## src/rtl/pipe_hazard_ctrl.sv

```systemverilog
// Hazard/stall controller for a 5-stage pipe: load-use interlock, forwarding selects,
// redirect squash, halt and retire count. Define PIPE_HAZARD_PERF_EN for stall/flush counters.
module pipe_hazard_ctrl #(
   parameter int REG_AW = 2,
   parameter int CNT_W  = 16
) (
   input  logic              Clk,
   input  logic              Reset,
   input  logic              stall_all,
   input  logic              mem_busy,
   input  logic              id_valid,
   input  logic              id_reg_write,
   input  logic              id_mem_read,
   input  logic              id_mem_write,
   input  logic              id_halt,
   input  logic              id_redirect,
   input  logic              id_uses_rs,
   input  logic              id_uses_rt,
   input  logic [REG_AW-1:0] id_dst,
   input  logic [REG_AW-1:0] id_rs,
   input  logic [REG_AW-1:0] id_rt,
   output logic              pc_write,
   output logic              ir_write,
   output logic [1:0]        fwd_rs_sel,
   output logic [1:0]        fwd_rt_sel,
   output logic              ex_valid,
   output logic              mem_read,
   output logic              mem_write,
   output logic              mem_to_reg,
   output logic              wb_reg_write,
   output logic [REG_AW-1:0] ex_dst,
   output logic [REG_AW-1:0] mem_dst,
   output logic [REG_AW-1:0] wb_dst,
   output logic [CNT_W-1:0]  num_inst,
`ifdef PIPE_HAZARD_PERF_EN
   output logic [CNT_W-1:0]  stall_cycles,
   output logic [CNT_W-1:0]  flush_cycles,
`endif
   output logic              is_halted
);
   typedef struct packed {
      logic              valid;
      logic              reg_write;
      logic              mem_read;
      logic              mem_write;
      logic              halt;
      logic [REG_AW-1:0] dst;
   } stage_t;

   // WB needs no memory flags once the access is done
   typedef struct packed {
      logic              valid;
      logic              reg_write;
      logic              halt;
      logic [REG_AW-1:0] dst;
   } wb_t;

   stage_t           ex_q, ex_d, mem_q, mem_d, id_stage;
   wb_t              wb_q, wb_d;
   logic             mem_to_reg_q, mem_to_reg_d;
   logic             squash_q, squash_d;
   logic             halt_pend_q, halt_pend_d;
   logic             is_halted_q, is_halted_d;
   logic [CNT_W-1:0] num_inst_q, num_inst_d;
   logic             id_eff_valid, load_use, id_advance;

   assign id_eff_valid = id_valid & ~squash_q;
   assign load_use     = ex_q.valid & ex_q.mem_read & ex_q.reg_write & id_eff_valid &
                         ((id_uses_rs & (id_rs == ex_q.dst)) | (id_uses_rt & (id_rt == ex_q.dst)));
   assign id_advance   = ~(stall_all | mem_busy | load_use | halt_pend_q);
   assign pc_write     = Reset | id_advance;
   assign ir_write     = pc_write;

   always_comb begin
      fwd_rs_sel = 2'd0;
      fwd_rt_sel = 2'd0;
      if (ex_q.valid && ex_q.reg_write && ex_q.dst == id_rs)       fwd_rs_sel = 2'd1;
      else if (mem_q.valid && mem_q.reg_write && mem_q.dst == id_rs) fwd_rs_sel = 2'd2;
      if (ex_q.valid && ex_q.reg_write && ex_q.dst == id_rt)       fwd_rt_sel = 2'd1;
      else if (mem_q.valid && mem_q.reg_write && mem_q.dst == id_rt) fwd_rt_sel = 2'd2;
   end

   always_comb begin
      id_stage = '0;
      if (id_eff_valid) begin
         id_stage.valid     = 1'b1;
         id_stage.reg_write = id_reg_write;
         id_stage.mem_read  = id_mem_read;
         id_stage.mem_write = id_mem_write;
         id_stage.halt      = id_halt;
         id_stage.dst       = id_dst;
      end
   end

   always_comb begin
      ex_d         = ex_q;
      mem_d        = mem_q;
      wb_d         = wb_q;
      mem_to_reg_d = mem_to_reg_q;
      squash_d     = squash_q;
      halt_pend_d  = halt_pend_q;
      is_halted_d  = is_halted_q;
      num_inst_d   = num_inst_q;
      if (!stall_all) begin
         if (wb_q.valid) begin
            num_inst_d = num_inst_q + CNT_W'(1);
            if (wb_q.halt) is_halted_d = 1'b1;
         end
         if (mem_busy) begin
            wb_d = '0;
         end else begin
            wb_d         = '{valid: mem_q.valid, reg_write: mem_q.reg_write,
                             halt: mem_q.halt, dst: mem_q.dst};
            mem_d        = ex_q;
            mem_to_reg_d = ~ex_q.mem_read;
            ex_d         = '0;
            if (id_advance) begin
               ex_d        = id_stage;
               squash_d    = id_stage.valid & id_redirect;
               halt_pend_d = id_stage.valid & id_halt;
            end
         end
      end
   end

   always_ff @(posedge Clk) begin
      if (Reset) begin
         ex_q         <= '0;
         mem_q        <= '0;
         wb_q         <= '0;
         mem_to_reg_q <= 1'b0;
         squash_q     <= 1'b1;
         halt_pend_q  <= 1'b0;
         is_halted_q  <= 1'b0;
         num_inst_q   <= '0;
      end else begin
         ex_q         <= ex_d;
         mem_q        <= mem_d;
         wb_q         <= wb_d;
         mem_to_reg_q <= mem_to_reg_d;
         squash_q     <= squash_d;
         halt_pend_q  <= halt_pend_d;
         is_halted_q  <= is_halted_d;
         num_inst_q   <= num_inst_d;
      end
   end

   assign ex_valid     = ex_q.valid;
   assign ex_dst       = ex_q.dst;
   assign mem_read     = mem_q.valid & mem_q.mem_read;
   assign mem_write    = mem_q.valid & mem_q.mem_write;
   assign mem_to_reg   = mem_to_reg_q;
   assign mem_dst      = mem_q.dst;
   assign wb_reg_write = wb_q.valid & wb_q.reg_write;
   assign wb_dst       = wb_q.dst;
   assign num_inst     = num_inst_q;
   assign is_halted    = is_halted_q;

`ifdef PIPE_HAZARD_PERF_EN
   logic [CNT_W-1:0] stall_cnt_q, flush_cnt_q;
   logic             stall_evt, flush_evt;

   assign stall_evt = ~stall_all & (mem_busy | load_use);
   assign flush_evt = id_advance & squash_q;

   always_ff @(posedge Clk) begin
      if (Reset) begin
         stall_cnt_q <= '0;
         flush_cnt_q <= '0;
      end else begin
         if (stall_evt && stall_cnt_q != '1) stall_cnt_q <= stall_cnt_q + CNT_W'(1);
         if (flush_evt && flush_cnt_q != '1) flush_cnt_q <= flush_cnt_q + CNT_W'(1);
      end
   end

   assign stall_cycles = stall_cnt_q;
   assign flush_cycles = flush_cnt_q;
`else
   // performance counters not built
`endif
endmodule

```

## config.mk

```make
export PLATFORM = sky130hd
export DESIGN_NAME = pipe_hazard_ctrl
export DESIGN_NICKNAME = d
export VERILOG_FILES = /design/src/rtl/pipe_hazard_ctrl.sv
export SDC_FILE = /design/constraint.sdc
export NUM_CORES = 1
export LEC_CHECK = 0
export CAP_MARGIN = 20
export CORE_MARGIN = 4
export CORE_UTILIZATION = 50
export DETAILED_ROUTE_END_ITERATION = 16
export PLACE_DENSITY = 0.89
export SLEW_MARGIN = 15
export SYNTH_ARGS = -nofsm -noshare
export SYNTH_HDL_FRONTEND = slang
export SYNTH_SLANG_ARGS = --single-unit
```

## constraint.sdc

```tcl
create_clock -name Clk -period 4.1 [get_ports Clk]
set_input_delay 1.025 -clock Clk [delete_from_list [all_inputs] [get_ports Clk]]
set_output_delay 1.025 -clock Clk [all_outputs]
set_load 0.01 [all_outputs]
```

==> summary.md <==
| Metric | Value |
|---|---|
| Die area | about 4700 um2 |
| Number of flops mapped to enable cells by yosys | 0 |
| Hold Fails Final Rpt | 0 |
| Hold Crit Start | mem_q[2] |
| Crit path cell chain | clkdlybuf4s50_1 > nor2b_1 > and4_1 > a22o_1 > o21bai_1 > clkdlybuf4s50_1 |
| Register area share after synthesis | 0.4289 |
| Cells after Synth | 218 |
| IO Port Bufs | 51 |
| Mapped cell area | ~1800 um2 |
| Crit path arrival time | about 2.8 ns |
| HP Class | reg -> reg |
| Reg2reg path depth | 4 |
| CP max FO | 3 |
| Largest net degree at the start of global routing | 38 |
| Max Cap Viol | 0 |
| DIE WIDTH | a little under 70 um |
| Fin cells | 311 |
| Root buffer cell | clkbuf_4 |
| Die Y | just under 70 um |
| Fin Setup TNS | 0 ns |
| Sequential power share | 0.629 |
| Placeable core area | around 3400 um2 |
| CTS tree | done |
| Vias in the first global route | about 1400 |
| CTS Buf Count | 5 |
| PwrDens | between 200 and 300 nW/um2 |
| Syn. warnings | 0 |
| Slew margin rel. | 0.7069 |
| Ys async rst share | 0 |
| P_leak | 0.0008772 uW |
| Cell mode on critical path | clkdlybuf4s50_1 |
| Synthesis-to-layout area growth | 30.65% |
| Syn Nets | between 200 and 250 |
| Max Clk Rate | 0.2616 GHz |
| Reg-to-reg slack, setup | 2.64 ns |
| FP Rows | 21 |
| Slew @ Worst Pin | 0.4381 ns |
| Global-route wire length before repair | ~6.2 mm |
| Clock share of power | 0.287 |
| Hold Crit Depth | 2 |
| Crit path time final | approximately 3.8 ns |
| Most frequent cells in the layout | clkdlybuf4s50_1, dfxtp_1, nand2_1, nor2_1, a21oi_1 |
| Crit-path max cell delay | between 0.5 and 0.6 ns |
| Worst-path clk slew | around 0.10 ns |
| Initial drt markers | 104 |
| CTS Buffer Depth | 2 |
| VDD IR max | about 0.17 mV |
| GR Overflow Total | 0 |
| Wire per inst | approximately 12 um |
| Via count | roughly 1600 |
| Initial antenna violation count | 0 |
| CTS resizes | 0 |
| Gr usage total | 0.1773 |
| Synth unique cells | 41 |
| Post-DP HPWL | roughly 2.8 mm |
| Final Wtd Congestion | between 0.7 and 0.8 |
| Dpl cells | roughly 300 |
| Net switching power | roughly 140 uW |
| Pre-antenna DRT Iters | 4 |
| Commonest non-fill, non-tap cell in the layout | clkdlybuf4s50_1 |
| Post-route ant nets | 0 |
| DRC viols | 0 |
| Crit Path Class | in -> out |
| Worst path required time | approximately 3.1 ns |
| Max FFs per register | 16 |
| CP max stage cell | clkdlybuf4s50_1 |
| Setup violations, final | 0 |
| Mean post-synth cell area | roughly 8.4 um2 |
| Max Slew Vio Count | 0 |
| Share of cells above drive strength 1 | 0.06792 |
| CP Capture Type | primary output |
| # hold bufs at CTS | 0 |
| Worst skew pair latency | 0.34 ns |
| Worst Hold End | mem_q[2] |
| Vias per cell | 5.164 |
| Initial Utilization | 0.5330 |
| FF+latch count, synth | 39 |
| Reg-to-reg startpoint | num_inst[5] |
| Reg2Reg Capture Point | num_inst[15] |
| Sink Count | 39 |
| Unrepaired setup endpoints after global routing | no |
| Final net count | between 200 and 300 |
| Internal | between 400 and 500 uW |
| Critical Path Start Type | input port |
| Switching portion of total power | 0.2299 |
| I/O pin total | 52 |
| Status | finished clean |
| Most used DFF post-synth | dfxtp_1 |
| Total Wirelength | between 3 and 4 mm |
| Post-CTS Repair Setup Buffers | 0 |
| Logic pwr share | 0.083 |
| Final worst path period share | 0.9323 |
| Setup Skew | 0.004051 ns |
| H-tree lvl count | 2 |
| N_diodes | 0 |
metal layers:
layer / track usage / part of all wire / vias to the layer above
met1: 0.2266 / 0.47 / 731
met3: 0.03941 / 0.053 / 5
met2: 0.2792 / 0.46 / 44
met4: 0.08933 / 0.014 / 0
met5: 0 / 0 / -
li1: - / - / 826
critical path, delay by kind of cell:
family / cells / cell delay (ns)
buffers and inverters: 2 / 0.98
AOI/OAI and AO/OA: 2 / 0.44
and+or+nand+nor: 2 / 0.36
worst max-delay path by stage:
| stage | start | endpoint | slack (ns) | cells after the start |
|---|---|---|---|---|
| floorplan | id_valid | pc_write | 0.99 | 5 |
| global placement | id_valid | pc_write | 0.27 | 6 |
| detailed placement | id_valid | pc_write | 0.27 | 6 |
| CTS | id_valid | pc_write | 0.25 | 6 |
| global route | id_valid | ir_write | 0.16 | 6 |
| finish | id_valid | pc_write | 0.28 | 6 |
cell usage after synthesis (all sizes together), types with 2 or more instances:
master	n	area, um2
nor2b	2	12.51
clkbuf	4	15.01
nand2	30	112.6
or2	2	12.52
dfxtp	39	780.8
nor4	2	12.51
and4	4	35.03
a31o	2	17.52
nand4	6	37.54
nor2	28	107.6
nand2b	2	12.51
xor2	14	122.6
buf	10	66.31
nor3	3	26.28
or3	2	17.52
nor3b	5	37.54
o21ai	10	50.05
a21oi	18	90.09
inv	4	15.01
nand3	8	40.04
and2	8	52.55
xnor2	4	35.03
power by group through the flow:
stage	logic [uW]	clock network [uW]	registers, uW
after floorplan	23.3	0	392
after global placement	50.1	0	392
after detailed placement	50.4	0	392
after CTS	50.8	179	383
after global routing	55.5	190	384
final	50.8	175	383
logic make-up (layout without fill, tap and decap cells):
logic type,count (synthesis),in the layout,share of synthesized area
AND/OR/NAND/NOR,106,106,0.3100
flip-flops,39,39,0.4289
AO/OA/AOI/OAI,34,34,0.1031
XOR/XNOR,18,18,0.08660
buffers and inverters,18,65,0.05291
multiplexers,2,2,0.01168
adder cells (fa/ha/maj),1,1,0.006872
layout make-up:
| class | count | area, um2 |
|---|---|---|
| fillers | 282 | 1037 |
| multi-input cells | 161 | 943.4 |
| well taps | 46 | 57.56 |
| inverters | 4 | 15.01 |
| flip-flops and latches | 39 | 780.7 |
| clock buffers | 6 | 41.29 |
| repair buffers | 55 | 540.5 |
through the flow:
| stage | cell area, um2 | total power (uW) | setup WS [ns] | util | hold WS (ns) |
|---|---|---|---|---|---|
| after floorplan | 1821 | 414.9 | 0.9934 | - | 0.4249 |
| after global placement | 2337 | 441.8 | 0.2701 | 0.6842 | 0.4366 |
| after detailed placement | 2337 | 442.2 | 0.2690 | 0.6842 | 0.4418 |
| after CTS | 2379 | 613.1 | 0.2526 | 0.6963 | 0.4565 |
| after global routing | 2379 | 628.6 | 0.1625 | 0.6963 | 0.4663 |
| final | 2379 | 608.9 | 0.2776 | 0.6963 | 0.4575 |
No activity file was read; power rests on OpenSTA's default activity.
